**config.mk**
```make
export PLATFORM = sky130hd
export DESIGN_NAME = fetch_queue_unit_flat
export DESIGN_NICKNAME = d
export VERILOG_FILES = /design/src/rtl/fetch_queue_unit_if.sv /design/src/rtl/fetch_queue_unit.sv /design/src/flat_wrapper.sv
export SDC_FILE = /design/constraint.sdc
export NUM_CORES = 1
export LEC_CHECK = 0
export ABC_AREA = 1
export BUFFER_PORTS_ARGS = -buffer_cell sky130_fd_sc_hd__buf_2
export CORE_MARGIN = 2
export CORE_UTILIZATION = 50
export CTS_BUF_LIST = sky130_fd_sc_hd__clkbuf_4
export DETAILED_ROUTE_END_ITERATION = 10
export PLACE_DENSITY_LB_ADDON = 0.12
export SLEW_MARGIN = 25
export SYNTH_ARGS = -nofsm -noshare
export SYNTH_HDL_FRONTEND = slang
export SYNTH_SLANG_ARGS = --single-unit
```
**constraint.sdc**
```tcl
create_clock -name clk -period 8 [get_ports clk]
set_clock_uncertainty 0.15 [all_clocks]
set_input_delay 1.6 -clock clk [delete_from_list [all_inputs] [get_ports clk]]
set_output_delay 1.6 -clock clk [all_outputs]
set_load 0.01 [all_outputs]
```
**src/rtl/fetch_queue_unit_if.sv**
```systemverilog
// Issue-side and IMEM-side signal bundle of the fetch front end; master is the fetch unit.
// No flow control of its own: issue consumes via deq_cnt, IMEM is a fixed one-cycle read.
interface fetch_queue_unit_if #(
  parameter int PC_W    = 8,
  parameter int INSTR_W = 32,
  parameter int DEPTH   = 4
);
  localparam int CNT_W = $clog2(DEPTH) + 1;

  logic [PC_W-1:0]    imem_addr;
  logic [INSTR_W-1:0] imem_rdata;
  logic               redirect_valid;
  logic [PC_W-1:0]    redirect_pc;
  logic [1:0]         deq_cnt;
  logic               slot0_valid;
  logic               slot1_valid;
  logic [INSTR_W-1:0] slot0_instr;
  logic [INSTR_W-1:0] slot1_instr;
  logic [PC_W-1:0]    slot0_pc;
  logic [PC_W-1:0]    slot1_pc;
  logic [CNT_W-1:0]   fq_count;
  logic [PC_W-1:0]    fetch_pc;

  modport master (
    output imem_addr, slot0_valid, slot1_valid, slot0_instr, slot1_instr,
           slot0_pc, slot1_pc, fq_count, fetch_pc,
    input  imem_rdata, redirect_valid, redirect_pc, deq_cnt
  );

  modport slave (
    input  imem_addr, slot0_valid, slot1_valid, slot0_instr, slot1_instr,
           slot0_pc, slot1_pc, fq_count, fetch_pc,
    output imem_rdata, redirect_valid, redirect_pc, deq_cnt
  );
endinterface

```
**src/rtl/fetch_queue_unit.sv**
```systemverilog
// Fetch front end: PC register, one in-flight synchronous IMEM read, circular queue whose head two entries feed issue.
// Redirect reaches slot0 after 2 cycles (1 with FQ_BYPASS_EN); fetch issues only while queue + in-flight fit in DEPTH.
module fetch_queue_unit #(
  parameter int          PC_W     = 8,
  parameter int          INSTR_W  = 32,
  parameter int          DEPTH    = 4,
  parameter int unsigned RESET_PC = 0
) (
  input  logic               clk,
  input  logic               reset,
  fetch_queue_unit_if.master fq
);
  localparam int PTR_W = $clog2(DEPTH);
  localparam int CNT_W = PTR_W + 1;
  localparam int CRD_W = CNT_W + 1;

  logic [PC_W-1:0]    fetch_pc_q, fetch_pc_d;
  logic               inflight_valid_q, inflight_valid_d;
  logic [PC_W-1:0]    inflight_pc_q, inflight_pc_d;
  logic [PTR_W-1:0]   rd_ptr_q, rd_ptr_d;
  logic [PTR_W-1:0]   wr_ptr_q, wr_ptr_d;
  logic [PTR_W-1:0]   rd_ptr_nxt1;
  logic [CNT_W-1:0]   count_q, count_d;
  logic [INSTR_W-1:0] instr_q [DEPTH];
  logic [INSTR_W-1:0] instr_d [DEPTH];
  logic [PC_W-1:0]    epc_q [DEPTH];
  logic [PC_W-1:0]    epc_d [DEPTH];

  logic       ret_vld;
  logic       fwd_taken;
  logic       push;
  logic       credit_ok;
  logic [1:0] q_deq;

  // Returning word is only usable when this cycle is not redirecting.
  assign ret_vld = inflight_valid_q && !fq.redirect_valid;

`ifdef FQ_BYPASS_EN
  logic fwd0, fwd1;
  assign fwd0      = ret_vld && (count_q == '0);
  assign fwd1      = ret_vld && (count_q == CNT_W'(1));
  assign fwd_taken = (fwd0 && (fq.deq_cnt != 2'd0)) || (fwd1 && (fq.deq_cnt == 2'd2));
`else
  assign fwd_taken = 1'b0;
`endif

  assign push      = ret_vld && !fwd_taken;
  assign q_deq     = fwd_taken ? (fq.deq_cnt - 2'd1) : fq.deq_cnt;
  assign credit_ok = (CRD_W'(count_q) + CRD_W'(inflight_valid_q)) < (CRD_W'(DEPTH) + CRD_W'(fq.deq_cnt));

  assign fq.imem_addr = fq.redirect_valid ? fq.redirect_pc : fetch_pc_q;
  assign fq.fq_count  = count_q;
  assign fq.fetch_pc  = fetch_pc_q;

  always_comb begin
    fetch_pc_d       = fetch_pc_q;
    inflight_valid_d = inflight_valid_q;
    inflight_pc_d    = inflight_pc_q;
    rd_ptr_d         = rd_ptr_q;
    wr_ptr_d         = wr_ptr_q;
    count_d          = count_q;
    instr_d          = instr_q;
    epc_d            = epc_q;

    if (fq.redirect_valid) begin
      count_d          = '0;
      rd_ptr_d         = wr_ptr_q;
      inflight_valid_d = 1'b1;
      inflight_pc_d    = fq.redirect_pc;
      fetch_pc_d       = fq.redirect_pc + PC_W'(1);
    end else begin
      if (push) begin
        instr_d[wr_ptr_q] = fq.imem_rdata;
        epc_d[wr_ptr_q]   = inflight_pc_q;
        wr_ptr_d          = wr_ptr_q + PTR_W'(1);
      end
      rd_ptr_d = rd_ptr_q + PTR_W'(q_deq);
      count_d  = count_q + CNT_W'(push) - CNT_W'(q_deq);
      if (credit_ok) begin
        inflight_valid_d = 1'b1;
        inflight_pc_d    = fetch_pc_q;
        fetch_pc_d       = fetch_pc_q + PC_W'(1);
      end else begin
        inflight_valid_d = 1'b0;
      end
    end
  end

  always_comb begin
    rd_ptr_nxt1    = rd_ptr_q + PTR_W'(1);
    fq.slot0_valid = (count_q != '0);
    fq.slot0_instr = instr_q[rd_ptr_q];
    fq.slot0_pc    = epc_q[rd_ptr_q];
    fq.slot1_valid = (count_q >= CNT_W'(2));
    fq.slot1_instr = instr_q[rd_ptr_nxt1];
    fq.slot1_pc    = epc_q[rd_ptr_nxt1];
`ifdef FQ_BYPASS_EN
    // Forward into the first empty slot position only.
    if (fwd0) begin
      fq.slot0_valid = 1'b1;
      fq.slot0_instr = fq.imem_rdata;
      fq.slot0_pc    = inflight_pc_q;
    end
    if (fwd1) begin
      fq.slot1_valid = 1'b1;
      fq.slot1_instr = fq.imem_rdata;
      fq.slot1_pc    = inflight_pc_q;
    end
`endif
  end

  always_ff @(posedge clk or posedge reset) begin
    if (reset) begin
      fetch_pc_q       <= PC_W'(RESET_PC);
      inflight_valid_q <= 1'b0;
      inflight_pc_q    <= '0;
      rd_ptr_q         <= '0;
      wr_ptr_q         <= '0;
      count_q          <= '0;
      for (int i = 0; i < DEPTH; i++) begin
        instr_q[i] <= '0;
        epc_q[i]   <= '0;
      end
    end else begin
      fetch_pc_q       <= fetch_pc_d;
      inflight_valid_q <= inflight_valid_d;
      inflight_pc_q    <= inflight_pc_d;
      rd_ptr_q         <= rd_ptr_d;
      wr_ptr_q         <= wr_ptr_d;
      count_q          <= count_d;
      instr_q          <= instr_d;
      epc_q            <= epc_d;
    end
  end
endmodule

```
**src/flat_wrapper.sv**
```systemverilog
// flat-port wrapper written by rule: the top's interface ports become plain ports
module fetch_queue_unit_flat 
#(
  parameter int          PC_W     = 8,
  parameter int          INSTR_W  = 32,
  parameter int          DEPTH    = 4,
  parameter int unsigned RESET_PC = 0
)
  (clk, reset, fq_imem_addr, fq_slot0_valid, fq_slot1_valid, fq_slot0_instr, fq_slot1_instr, fq_slot0_pc, fq_slot1_pc, fq_fq_count, fq_fetch_pc, fq_imem_rdata, fq_redirect_valid, fq_redirect_pc, fq_deq_cnt);
  fetch_queue_unit_if #(.PC_W(PC_W), .INSTR_W(INSTR_W), .DEPTH(DEPTH)) fq_i ();
  input  logic clk;
  input  logic reset;
  output wire logic [$bits(fq_i.imem_addr)-1:0] fq_imem_addr;
  output wire logic [$bits(fq_i.slot0_valid)-1:0] fq_slot0_valid;
  output wire logic [$bits(fq_i.slot1_valid)-1:0] fq_slot1_valid;
  output wire logic [$bits(fq_i.slot0_instr)-1:0] fq_slot0_instr;
  output wire logic [$bits(fq_i.slot1_instr)-1:0] fq_slot1_instr;
  output wire logic [$bits(fq_i.slot0_pc)-1:0] fq_slot0_pc;
  output wire logic [$bits(fq_i.slot1_pc)-1:0] fq_slot1_pc;
  output wire logic [$bits(fq_i.fq_count)-1:0] fq_fq_count;
  output wire logic [$bits(fq_i.fetch_pc)-1:0] fq_fetch_pc;
  input wire logic [$bits(fq_i.imem_rdata)-1:0] fq_imem_rdata;
  input wire logic [$bits(fq_i.redirect_valid)-1:0] fq_redirect_valid;
  input wire logic [$bits(fq_i.redirect_pc)-1:0] fq_redirect_pc;
  input wire logic [$bits(fq_i.deq_cnt)-1:0] fq_deq_cnt;
  assign fq_imem_addr = fq_i.imem_addr;
  assign fq_slot0_valid = fq_i.slot0_valid;
  assign fq_slot1_valid = fq_i.slot1_valid;
  assign fq_slot0_instr = fq_i.slot0_instr;
  assign fq_slot1_instr = fq_i.slot1_instr;
  assign fq_slot0_pc = fq_i.slot0_pc;
  assign fq_slot1_pc = fq_i.slot1_pc;
  assign fq_fq_count = fq_i.fq_count;
  assign fq_fetch_pc = fq_i.fetch_pc;
  assign fq_i.imem_rdata = fq_imem_rdata;
  assign fq_i.redirect_valid = fq_redirect_valid;
  assign fq_i.redirect_pc = fq_redirect_pc;
  assign fq_i.deq_cnt = fq_deq_cnt;
  fetch_queue_unit #(.PC_W(PC_W), .INSTR_W(INSTR_W), .DEPTH(DEPTH), .RESET_PC(RESET_PC)) u_core (.clk(clk), .reset(reset), .fq(fq_i));
endmodule
```
# ---- After elaboration in Yosys (flattened, before gate mapping)
# Index checks and enable logic that the tools add are counted.
# W data, S select, Z words.
dict set report totals {
  latch_bits 0
  word_cells 66
  output_inout_bits 101
  memories 0
  regBits 184
  romBits 0
  ram_bits 0
}
dict set report classes {
  addsub 9
  n_shift 0
  n_bitwise 4
  reduce_logical 6
  eq_ne 0
  magnitude_cmp 6
  div 0
  n_mul 0
  mux 27
}
# cell n
set ops {}
lappend ops {{$mux W32} 5}
lappend ops {{$bmux W32 S2} 2}
lappend ops {{$bwmux W128} 1}
lappend ops {{$mux W8} 10}
lappend ops {{$demux W32 S2} 1}
lappend ops {{$bmux W8 S2} 2}
lappend ops {{$bwmux W32} 1}
lappend ops {{$add A8 B1 Y8 const B} 2}
lappend ops {{$demux W8 S2} 1}
lappend ops {{$ge A3 B3 Y1 const B} 3}
lappend ops {{$not A2 Y3} 3}
lappend ops {{$add A2 B1 Y2 const B} 2}
lappend ops {{$add A3 B1 Y4} 1}
lappend ops {{$add A3 B2 Y4 const A} 1}
lappend ops {{$lt A4 B4 Y1} 1}
lappend ops {{$add A3 B1 Y3} 1}
lappend ops {{$ge A3 B2 Y1 const B} 1}
lappend ops {{$lt A3 B1 Y1 const B} 1}
lappend ops {{$mux W3} 1}
lappend ops {{$reduce_bool A3 Y1} 1}
lappend ops {{$sub A3 B2 Y3} 1}
lappend ops {{$add A2 B2 Y2} 1}
lappend ops {{$logic_and A1 B1 Y1} 2}
lappend ops {{$mux W1} 2}
lappend ops {{5 further kinds} 5}

# ---- Logic depth before layout (Yosys ltp)
dict set report logic_depth {
  ltp_word 6
  depth_mapped 11
  mapped_depth_nobuf 11
}

# ---- Worst setup path after synthesis
# OpenSTA, ideal clock, no wires.
dict set report synth_timing {
  kind {in2out}
  start {in fq_redirect_valid}
  end {out fq_imem_addr[0]}
  setup_slack_ns 4.235
  t_arrival_ns 2.015
  path_stages 2
  t_required_ns 6.250
  path_cell_list {buf_4 -> o21ai_2}
}
dict set report synth_between {
  elab_chain_cells 1
}
# item line
set synth_lines {}
lappend synth_lines {{start: declaration} flat_wrapper.sv:23} ;# input wire logic [$bits(fq_i.redirect_valid)-1:0] fq_redirect_valid;
lappend synth_lines {{$mux W8} fetch_queue_unit.sv:51} ;# assign fq.imem_addr = fq.redirect_valid ? fq.redirect_pc : fetch_pc_q;
lappend synth_lines {{end: declaration} flat_wrapper.sv:13} ;# output wire logic [$bits(fq_i.imem_addr)-1:0] fq_imem_addr;
# Every way passes these cells.

# ---- Worst setup path after layout
dict set report layout_timing {
  start {reg u_core.rd_ptr_q[1]}
  end {out fq_slot1_instr[7]}
}
dict set report layout_between {
  elab_chain_cells 5
}
# item line
set layout_lines {}
lappend layout_lines {{start: declaration} fetch_queue_unit.sv:20} ;# logic [PTR_W-1:0] rd_ptr_q, rd_ptr_d;
lappend layout_lines {{start signal: assignment} fetch_queue_unit.sv:128} ;# rd_ptr_q <= rd_ptr_d;
lappend layout_lines {{$add A2 B1 Y2} fetch_queue_unit.sv:90} ;# rd_ptr_nxt1 = rd_ptr_q + PTR_W'(1);
lappend layout_lines {{$not A2 Y3 (not written as such)} fetch_queue_unit.sv:95} ;# fq.slot1_instr = instr_q[rd_ptr_nxt1];
lappend layout_lines {{$bmux W32 S2} fetch_queue_unit.sv:95}
lappend layout_lines {{$mux W32 (not written as such) (2 in a row)} fetch_queue_unit.sv:95}
lappend layout_lines {{end: declaration} flat_wrapper.sv:17} ;# output wire logic [$bits(fq_i.slot1_instr)-1:0] fq_slot1_instr;
# Every way passes these cells. The select of a mux whose other input is x is not followed.

==> flow_summary.json <==
{
  "status": "completed",
  "swShare_pct": 46.53,
  "finalHoldViolations": 0,
  "setup_viol": 0,
  "dr_wl_met3_um": 1083,
  "synth_area_um2": 9409,
  "cap_violations": 0,
  "fin_crit_ns": 5.524,
  "required_ns": 6.25,
  "die-area_um2": 19930,
  "cts_tree": "done",
  "ys.warnings.count": 0,
  "postCtsSetupBuffers": 0,
  "tightest_slew_ns": 0.9634,
  "critical_path.endpoint_type": "primary output",
  "yosysUniqueCellTypes": 24,
  "drtIter0Drc": 699,
  "ctsLongestPathBuffers": 2,
  "start_kind": "flip-flop",
  "final_cell_mix": "o21ai_0 (243), nand2_1 (217), nor2_1 (207), dfrtp_1 (182), buf_2 (145)",
  "power.share.combinational_pct": 48.9,
  "crit_path_max_fanout": 72,
  "cts_resized": 0,
  "tns_ns": 0,
  "placed_cell_area_um2": 10080,
  "fin_crit_sh_pct": 69.06,
  "dp.cells": 1523,
  "fp.dieH_um": 141.2,
  "antenna_found_initial": 1,
  "syn_inst": 1224,
  "fmax_mhz": 181.0,
  "cts_made_buffers": 17,
  "grt_remaining_overflow": 0,
  "design_area_um2": 10400,
  "ys_seq_area_share_pct": 48.94,
  "seq_power_share_pct": 38.7,
  "io_buffer_count": 145,
  "route.vias.total": 8549,
  "leakagePower_nw": 5.130,
  "root_buffer": "clkbuf_4",
  "ir_worst_vdd_mv": 0.1743,
  "htree_num_levels": 4,
  "rows": 50,
  "ys_ff_latch": 184,
  "syn_area_per_cell_um2": 7.687,
  "ctsHoldBuffers": 0,
  "viasPerCell": 5.491,
  "drc_errors": 0,
  "clock-sinks": 184,
  "die_x_um": 141.2,
  "powerDensity_nw_per_um2": 435.4,
  "ant_nets": 0,
  "area_growth_pct": 10.56,
  "intPower_mw": 2.422,
  "place_ws_ns": 3.175,
  "grt_use_total_pct": 24.57,
  "io_pins": 146,
  "coreArea_um2": 18580,
  "worst-setup-path-type": "reg -> out",
  "hp-class": "reg -> reg",
  "layout.cells.non_filler": 1557,
  "wl_per_cell_um": 15.29,
  "grt_max_degree": 87,
  "initial_core_util_pct": 50.64,
  "layout-drive-gt1-share_pct": 15.97,
  "maxSlewViolCount": 0,
  "fin_total_pwr_mw": 4.529,
  "gp_congestion": 0.8018,
  "hold_slack_ns": 0.3735,
  "dr.pass1.iters": 7,
  "drt_wl_total_um": 23810,
  "met2_length_um": 11060,
  "wirelength_met1_um": 11330,
  "path_clk_slew_ns": 0.15,
  "rsz0062_at_grt": "false",
  "grt_pass1_wl_um": 39120,
  "fin_nets": 1366,
  "nFillCells": 1796,
  "dp_hpwl_um": 14690,
  "arrival_ns": 3.77,
  "grt_pass1_vias": 7680,
  "clkPwrFrac_pct": 12.3,
  "synthesis.nets": 1282,
  "timing.final.ws_setup_ns": 2.476,
  "final_util_pct": 55.99,
  "final_common_cell": "o21ai_0",
  "routed.top_layer": "met4",
  "slew-limit-headroom_pct": 35.77,
  "power.switching_mw": 2.107,
  "clk_latency_ns": 0.58
}
==> cell usage after synthesis (all sizes together) <==
cell | number | area (µm²)
nor2 | 210 | 795.8
buf | 61 | 324.1
dfrtp | 184 | 4604
a21oi | 40 | 200.2
o22ai | 40 | 250.2
nand2 | 233 | 922.1
nand3 | 50 | 255.3
inv | 62 | 232.7
clkbuf | 28 | 105.1
o21bai | 1 | 7.510
ha | 12 | 150.1
xnor2 | 3 | 26.28
o21ai | 295 | 1480
xor2 | 4 | 35.03
fa | 1 | 20.02
==> power by group through the flow <==
stage / registers (mW) / clock network (mW) / logic [mW]
floorplan: 1.61 / 0 / 1.62
global placement: 1.76 / 0 / 2.19
detailed placement: 1.76 / 0 / 2.23
CTS: 1.74 / 0.570 / 2.24
global route: 1.82 / 0.613 / 2.53
finish: 1.75 / 0.558 / 2.22
==> final timing paths <==
check                                           start               endpoint  slack, ns  cells past startpoint
worst max-delay path               u_core.rd_ptr_q[1]      fq_slot1_instr[7]       2.48                      6
worst min-delay path               u_core.instr_q[68]     u_core.instr_q[68]       0.37                      2
worst max register to register  u_core.fq.fq_count[0]  u_core.fq.fetch_pc[5]       5.55                     11
worst min register to register     u_core.instr_q[68]     u_core.instr_q[68]       0.37                      2
max in group asynchronous                       reset    u_core.instr_q[115]       5.47                      3
min in group asynchronous                       reset     u_core.instr_q[70]       0.97                      2
==> kinds of logic (layout without fill, tap and decap cells) <==
family,after synthesis,after routing,synth area share (%)
DFF,184,184,48.94
xor gates and xnor gates,7,7,0.6516
AOI/OAI and AO/OA,376,376,20.60
and+or+nand+nor,493,493,20.97
adders and majority gates,13,13,1.808
other,0,2,0
buffers and inverters,151,248,7.035
==> registers in the layout (all words and copies together), names as in the netlist <==
register                 flops
u_core.rd_ptr_q              2
u_core.fq.fq_count           3
u_core.wr_ptr_q              2
u_core.instr_q             128
u_core.epc_q                32
u_core.inflight_valid_q      1
u_core.fq.fetch_pc           8
u_core.inflight_pc_q         8
==> worst max-delay path: stages (launching register included) <==
cell,delay (ns)
dfrtp_2,1.03
clkinv_2,0.83
buf_4,0.60
nor2_1,0.18
a21oi_1,0.05
o21ai_0,0.30
buf_2,0.20
==> layer usage <==
metal	GRT usage, %	up-vias
met5	0	-
met3	4.314	27
li1	-	4211
met4	7.000	0
met2	38.38	228
met1	35.46	4083
==> final cells by class <==
| type | count | area [µm²] | area share [%] |
|---|---|---|---|
| Clock buffer | 17 | 127.6 | 1.227 |
| Timing Repair Buffer | 154 | 793.3 | 7.626 |
| Tap cell | 234 | 292.8 | 2.815 |
| Multi-Input combinational cell | 889 | 4150 | 39.90 |
| Inverter | 62 | 240.2 | 2.309 |
| Sequential cell | 184 | 4609 | 44.31 |
| Antenna cell | 2 | 5.005 | 0.04811 |
| Clock inverter | 15 | 183.9 | 1.768 |
No activity file was read; power rests on OpenSTA's default activity.
